File: config.mk
export PLATFORM = sky130hd
export DESIGN_NAME = alu_word_sequencer
export DESIGN_NICKNAME = d
export VERILOG_FILES = /design/src/rtl/alu_pkg.sv /design/src/rtl/alu_word_sequencer.sv
export SDC_FILE = /design/constraint.sdc
export NUM_CORES = 1
export LEC_CHECK = 0
export ABC_AREA = 0
export CAP_MARGIN = 30
export CORE_UTILIZATION = 45
export CTS_CLUSTER_SIZE = 8
export DETAILED_ROUTE_END_ITERATION = 8
export PLACE_DENSITY = 0.77
export SYNTH_ARGS = -nofsm -noshare
export SYNTH_HDL_FRONTEND = slang
export SYNTH_SLANG_ARGS = --single-unit
File: constraint.sdc
create_clock -name clk -period 3.4 [get_ports clk]
set_clock_uncertainty 0.1 [all_clocks]
set_input_delay 0.51 -clock clk [delete_from_list [all_inputs] [get_ports clk]]
set_output_delay 0.51 -clock clk [all_outputs]
set_load 0.02 [all_outputs]
File: src/rtl/alu_pkg.sv
// alu_pkg: shared ALU function codes, sequencer state encoding and byte-select helper
package alu_pkg;
   localparam int ALU_DW = 8;
   localparam logic [2:0] ALU_ADD = 3'd0;
   localparam logic [2:0] ALU_SUB = 3'd1;
   localparam logic [2:0] ALU_AND = 3'd2;
   localparam logic [2:0] ALU_OR  = 3'd3;
   localparam logic [2:0] ALU_XOR = 3'd4;
   typedef enum logic [1:0] {IDLE, RUN, DONE} state_t;
   // picks byte i out of a word of up to 8 bytes
   function automatic logic [ALU_DW-1:0] byte_sel(input logic [63:0] w, input logic [2:0] i);
      return w[ALU_DW*i +: ALU_DW];
   endfunction
endpackage

File: src/rtl/alu_word_sequencer.sv
// alu_word_sequencer: runs a BYTES-wide operation through the shared 8-bit ALU, LSB byte first
module alu_word_sequencer
   import alu_pkg::*;
#(
   parameter int BYTES = 2,
   localparam int W = 8*BYTES,
   localparam int IW = (BYTES > 1) ? $clog2(BYTES) : 1
) (
   input  logic         clk,
   input  logic         rst,
   input  logic         start,
   input  logic [2:0]   func,
   input  logic [W-1:0] op_a,
   input  logic [W-1:0] op_b,
   input  logic         carry_in,
   output logic         busy,
   output logic         done,
   output logic [W-1:0] result,
   output logic         carry_out,
   output logic         zero,
   output logic         negative,
   output logic [7:0]   alu_a,
   output logic [7:0]   alu_b,
   output logic         alu_ci,
   output logic [2:0]   alu_func,
   input  logic [7:0]   alu_result,
   input  logic         alu_co,
   input  logic         alu_zero,
   input  logic         alu_neg
);
   state_t r_state, w_next;
   logic [IW-1:0] r_idx;
   logic [2:0] r_func;
   logic [W-1:0] r_a, r_b, r_acc, r_result, w_acc;
   logic r_carry, r_zacc, r_co, r_zero, r_neg;
   logic w_run, w_last;
   assign w_run = r_state == RUN;
   assign w_last = r_idx == IW'(BYTES-1);
   assign busy = w_run;
   assign done = r_state == DONE;
   assign result = r_result;
   assign carry_out = r_co;
   assign zero = r_zero;
   assign negative = r_neg;
   assign alu_a = w_run ? byte_sel(64'(r_a), 3'(r_idx)) : '0;
   assign alu_b = w_run ? byte_sel(64'(r_b), 3'(r_idx)) : '0;
   assign alu_ci = w_run & r_carry;
   assign alu_func = w_run ? r_func : '0;
   // state register
   always_ff @(posedge clk or posedge rst) begin
      if (rst) r_state <= IDLE;
      else r_state <= w_next;
   end
   // next state: accept only in IDLE, one RUN cycle per byte, single DONE cycle
   always_comb begin
      w_next = r_state;
      case (r_state)
         IDLE:    w_next = start ? RUN : IDLE;
         RUN:     w_next = w_last ? DONE : RUN;
         default: w_next = IDLE;
      endcase
   end
   // accumulator with the current ALU byte merged in, so the last byte reaches result directly
   always_comb begin
      w_acc = r_acc;
      w_acc[8*r_idx +: 8] = alu_result;
   end
   // operand latch, carry chain, zero accumulation and result/flag update
   always_ff @(posedge clk or posedge rst) begin
      if (rst) begin
         r_idx <= '0;
         r_func <= '0;
         r_a <= '0;
         r_b <= '0;
         r_acc <= '0;
         r_carry <= 1'b0;
         r_zacc <= 1'b0;
         r_result <= '0;
         r_co <= 1'b0;
         r_zero <= 1'b0;
         r_neg <= 1'b0;
      end else if (r_state == IDLE) begin
         if (start) begin
            r_idx <= '0;
            r_func <= func;
            r_a <= op_a;
            r_b <= op_b;
            r_acc <= '0;
            r_carry <= carry_in;
            r_zacc <= 1'b1;
         end
      end else if (w_run) begin
         r_acc <= w_acc;
         r_carry <= alu_co;
         r_zacc <= r_zacc & alu_zero;
         if (w_last) begin
            r_result <= w_acc;
            r_co <= alu_co;
            r_neg <= alu_neg;
            r_zero <= r_zacc & alu_zero;
         end else begin
            r_idx <= r_idx + 1'b1;
         end
      end
   end
endmodule

Word level (Yosys, flattened, before mapping):

Index checks and enable logic that the tools add are counted.
Widths: inputs -> output; s select.

* flip-flop bits (word level): 75
* word-level logic and storage cells: 49
* bits of input ports: 50
* output and inout bits: 41

* eq/ne operators: 3
* bitwise gates (word level): 3
* shift-type cells: 4
* multiplexer cells: 20
* add/subtract/negate cells: 2
* reduce and logical (&&, ||, !) cells: 5

Operator list (count)
* $shiftx 64x5->8: 2
* $mux 16: 3
* $neg 4->34: 1
* $shift 8x34->16 const A: 1
* $shiftx 8x34->16: 1
* $bwmux 16: 1
* $mux 8: 2
* $mux 1: 11
* $pmux 2 s2: 1
* $reduce_and 2->1: 2
* $mux 3: 1
* $reduce_and 3->1: 1
* $and 1x1->1: 2
* $eq 2x1->1 const B: 1
* $eq 2x2->1 const B: 1
* $logic_not 2->1: 1
* $mux 2: 1
* $ne 2x2->1 const B: 1
* $reduce_bool 2->1: 1
* $add 1x1->1 const B: 1
* $not 1->1: 1

Depth between registers and ports, before layout:

* word-level depth: 5
* gate-level depth with buffers: 6
* gate-level depth less buffers: 4

Least setup slack after synthesis:

OpenSTA, ideal clock, no wires.

* path kind: reg2out
* from: reg r_state[1]
* to: out alu_a[6]
* cell stages (with the launch flop): 5
* slack: 1.613 ns
* arrival time: 1.177 ns
* path buffers: 2
* data required time: 2.790 ns
* cell sequence: dfrtp_1 > nand2b_1 > buf_2 > buf_2 > nor2_1

* word-level cells in the longest chain between the ends: 2

RTL lines
* from (decl): line alu_word_sequencer.sv:31 `state_t r_state, w_next;`
* from (signal assigned): line alu_word_sequencer.sv:52 `else r_state <= w_next;`
* $eq 2x1->1: line alu_word_sequencer.sv:37 `assign w_run = r_state == RUN;`
* $mux 8: line alu_word_sequencer.sv:45 `assign alu_a = w_run ? byte_sel(64'(r_a), 3'(r_idx)) : '0;`
* to (decl): line alu_word_sequencer.sv:22 `output logic [7:0] alu_a,`

No other way between the ends.

Worst setup path after layout:

* from: reg r_state[0]
* to: out alu_func[2]

* word-level cells in the longest chain between the ends: 2

RTL lines
* $eq 2x1->1: line alu_word_sequencer.sv:37
* $mux 3: line alu_word_sequencer.sv:48 `assign alu_func = w_run ? r_func : '0;`
* to (decl): line alu_word_sequencer.sv:25 `output logic [2:0] alu_func,`

No other way between the ends.

==> flow_summary.json <==
{
  "clk_path_buf_depth": 2,
  "synth_nets": 317,
  "ys_warn_count": 0,
  "cts_hold_buf": 0,
  "drtAntennaViolNets": 0,
  "h-tree-depth": 3,
  "setup_viol_count_final": 0,
  "worstPathMaxFanout": 20,
  "io_pins": 91,
  "cts_resized": 0,
  "clkPwrFrac_pct": 17.9,
  "vias": 2127,
  "ys_seq_area_share_pct": 54.0,
  "max-cap-violations": 0,
  "start_util_pct": 47.8,
  "synth-edff-count": 0,
  "die_h_um": 85.1,
  "fmax_ghz": 0.321,
  "power.density_nw_per_um2": 994,
  "grt_max_degree": 68,
  "hold_path_class": "register to register",
  "cp.arrival_ns": 2.51,
  "slowest_delay_ns": 0.61,
  "finalHoldViolCount": 0,
  "wire_per_inst_um": 14.8,
  "switching_share_pct": 35.8,
  "cts_tree": "built",
  "antenna_found_initial": 0,
  "yosysTopAreaCell": "dfrtp_1",
  "ys_top_cells_by_area": "dfrtp_1 (54%), mux2_4 (15%), nand2_1 (8.9%)",
  "clk_pin_slew_worst_paths_ns": 0.07,
  "avgSynthCellArea_sq_um": 11.6,
  "via_per_inst": 4.88,
  "async_reset_ff_share_pct": 100,
  "area_growth_pct": 35.8,
  "syn_inst": 267,
  "synth.distinct_cells": 26,
  "synth_area_sq_um": 3100,
  "drt_wl_total_um": 6460,
  "power_switching_uw": 1500,
  "diodes": 0,
  "cts.sink_count": 67,
  "cpMaxStageDelayCell": "dfrtp_1",
  "synth_seq_cells": 67,
  "status": "completed",
  "crit_path_start_kind": "register",
  "finalMaxSlewViolations": 0,
  "rsz0062_at_grt": "no",
  "numCtsBuffers": 9,
  "portBuffers": 90,
  "grt_pass1_wl_um": 11000,
  "dr.first_iter.drc_count": 92,
  "path_class": "register to primary output",
  "synth.most_common_cell": "nand2_1",
  "power_leakage_uw": 0.00198,
  "fp-row-count": 29,
  "dp_hpwl_um": 4310,
  "crit_path_end_kind": "primary output",
  "worstMarginPinSlew_ns": 0.790,
  "clockRootBuffer": "clkbuf_8",
  "p_comb_share_pct": 47.5,
  "cts_setup_buffers": 0,
  "whs_ns": 0.376,
  "drt_pre_antenna_iters": 4,
  "pwr-share-seq_pct": 34.6,
  "drc": 0,
  "cp.required_ns": 2.79,
  "clk_latency_ns": 0.34,
  "globalRouteTotalUtil_pct": 19.8,
  "period_share_pct": 91.6,
  "fp.dieW_um": 85.1,
  "period_needed_ns": 3.12,
  "ir_worst_vdd_mv": 0.514,
  "core_area_sq_um": 6490,
  "synth_ff_type": "dfrtp_1",
  "design.die.area_sq_um": 7230,
  "intPower_uw": 2690,
  "nets": 404,
  "yosys-top-cells-count": "nand2_1 (74), dfrtp_1 (67), mux2_4 (30), nor2_1 (17), mux2i_1 (16)",
  "path_cells": "nand2b_1 -> inv_1 -> and2_1 -> clkdlybuf4s50_1",
  "grt-ovfl-total": 0,
  "fin_tns_setup_ns": 0,
  "layout-drive-gt1-share_pct": 16.2,
  "finalWeightedCongestion": 0.755,
  "grt_pass1_vias": 2252,
  "relSlewSlack_pct": 47.3,
  "synth_top_area_share_pct": 54.0
}
==> kinds of logic (layout without fill, tap and decap cells) <==
group                  count (synthesis)  count (layout)  synth area share (%)
AOI/OAI and AO/OA                      6               6                  1.17
and+or+nand+nor                      122             122                  18.1
muxes                                 51              51                  21.5
DFF                                   67              67                  54.0
buffers and inverters                 21             113                  5.24
==> through the flow <==
| step | utilization [%] | area (sq um) | setup WS [ns] | total power, uW | instances |
|---|---|---|---|---|---|
| final | 64.9 | 4220 | 0.284 | 4190 | 436 |
| after global routing | 64.9 | 4220 | 0.0283 | 4470 | 436 |
| after CTS | 64.9 | 4220 | 0.224 | 4250 | 436 |
| after detailed placement | 61.4 | 3990 | 0.612 | 3470 | 420 |
| after global placement | 61.4 | 3990 | 0.674 | 3410 | 420 |
| after floorplan | - | 3100 | 1.11 | 2830 | 267 |
==> worst paths after layout <==
check                           start     endpoint  slack (ns)  cells past startpoint
setup / recovery           r_state[0]  alu_func[2]        0.28                      4
hold / removal             result[12]   result[12]        0.38                      2
setup reg to reg           r_state[1]      r_a[15]        1.44                      3
hold reg to reg            result[12]   result[12]        0.38                      2
max in group asynchronous         rst       r_a[5]        2.46                      3
min in group asynchronous         rst        r_idx        0.43                      3
==> worst max-delay path: cells and delay by family, from the launching register on <==
kind / cells / cell delay, ns
AND/OR/NAND/NOR: 2 / 0.69
buffers and inverters: 2 / 0.86
flip-flops: 1 / 0.61
==> layout make-up <==
cell class | count | area (sq um)
clock inverter | 5 | 75.1
clock buffer | 11 | 151
inverter | 4 | 15.0
sequential | 67 | 1680
tap | 77 | 96.3
timing repair buffer | 93 | 936
multi-input combinational | 179 | 1260
fill | 515 | 2280
==> per-layer routing <==
layer  track usage, %  vias to the layer above  part of all wire (%)
met5                0                        -                     0
li1                 -                     1036                     -
met4             7.55                        0                   1.7
met2             29.5                       73                    46
met3             8.27                        9                   7.2
met1             25.9                     1009                    45
==> flip-flops by register name, indices dropped and copies added, names as in the netlist <==
signal,flops
r_b,16
r_acc,8
r_zacc,1
r_idx,1
result,16
negative,1
r_func,3
zero,1
r_carry,1
r_a,16
r_state,2
carry_out,1
==> power groups by stage <==
stage | Combinational (uW) | Sequential, uW | Clock [uW]
final | 1990 | 1450 | 749
after global routing | 2150 | 1510 | 812
after CTS | 2020 | 1450 | 772
after detailed placement | 2010 | 1460 | 0
after global placement | 1970 | 1440 | 0
after floorplan | 1340 | 1500 | 0
==> layout by cell type, fill, tap and decap left out <==
| master | instances |
|---|---|
| mux2_2 | 5 |
| nor2_8 | 1 |
| dfrtp_1 | 67 |
| nor2b_1 | 3 |
| clkinv_2 | 3 |
| and2_1 | 4 |
| nor2_1 | 17 |
| nand3b_1 | 9 |
| nand2b_4 | 1 |
| bufinv_16 | 2 |
| nand2b_1 | 2 |
| or4b_1 | 1 |
| o21bai_2 | 1 |
| nand2_1 | 74 |
| clkbuf_8 | 11 |
| buf_12 | 1 |
| nand3_1 | 9 |
| buf_4 | 2 |
| mux2_4 | 30 |
| a21oi_1 | 2 |
| inv_1 | 3 |
| or2b_1 | 1 |
| mux2i_1 | 16 |
| inv_2 | 1 |
| clkdlybuf4s50_1 | 90 |
| o21ai_0 | 3 |
No activity file was read; power rests on OpenSTA's default activity.
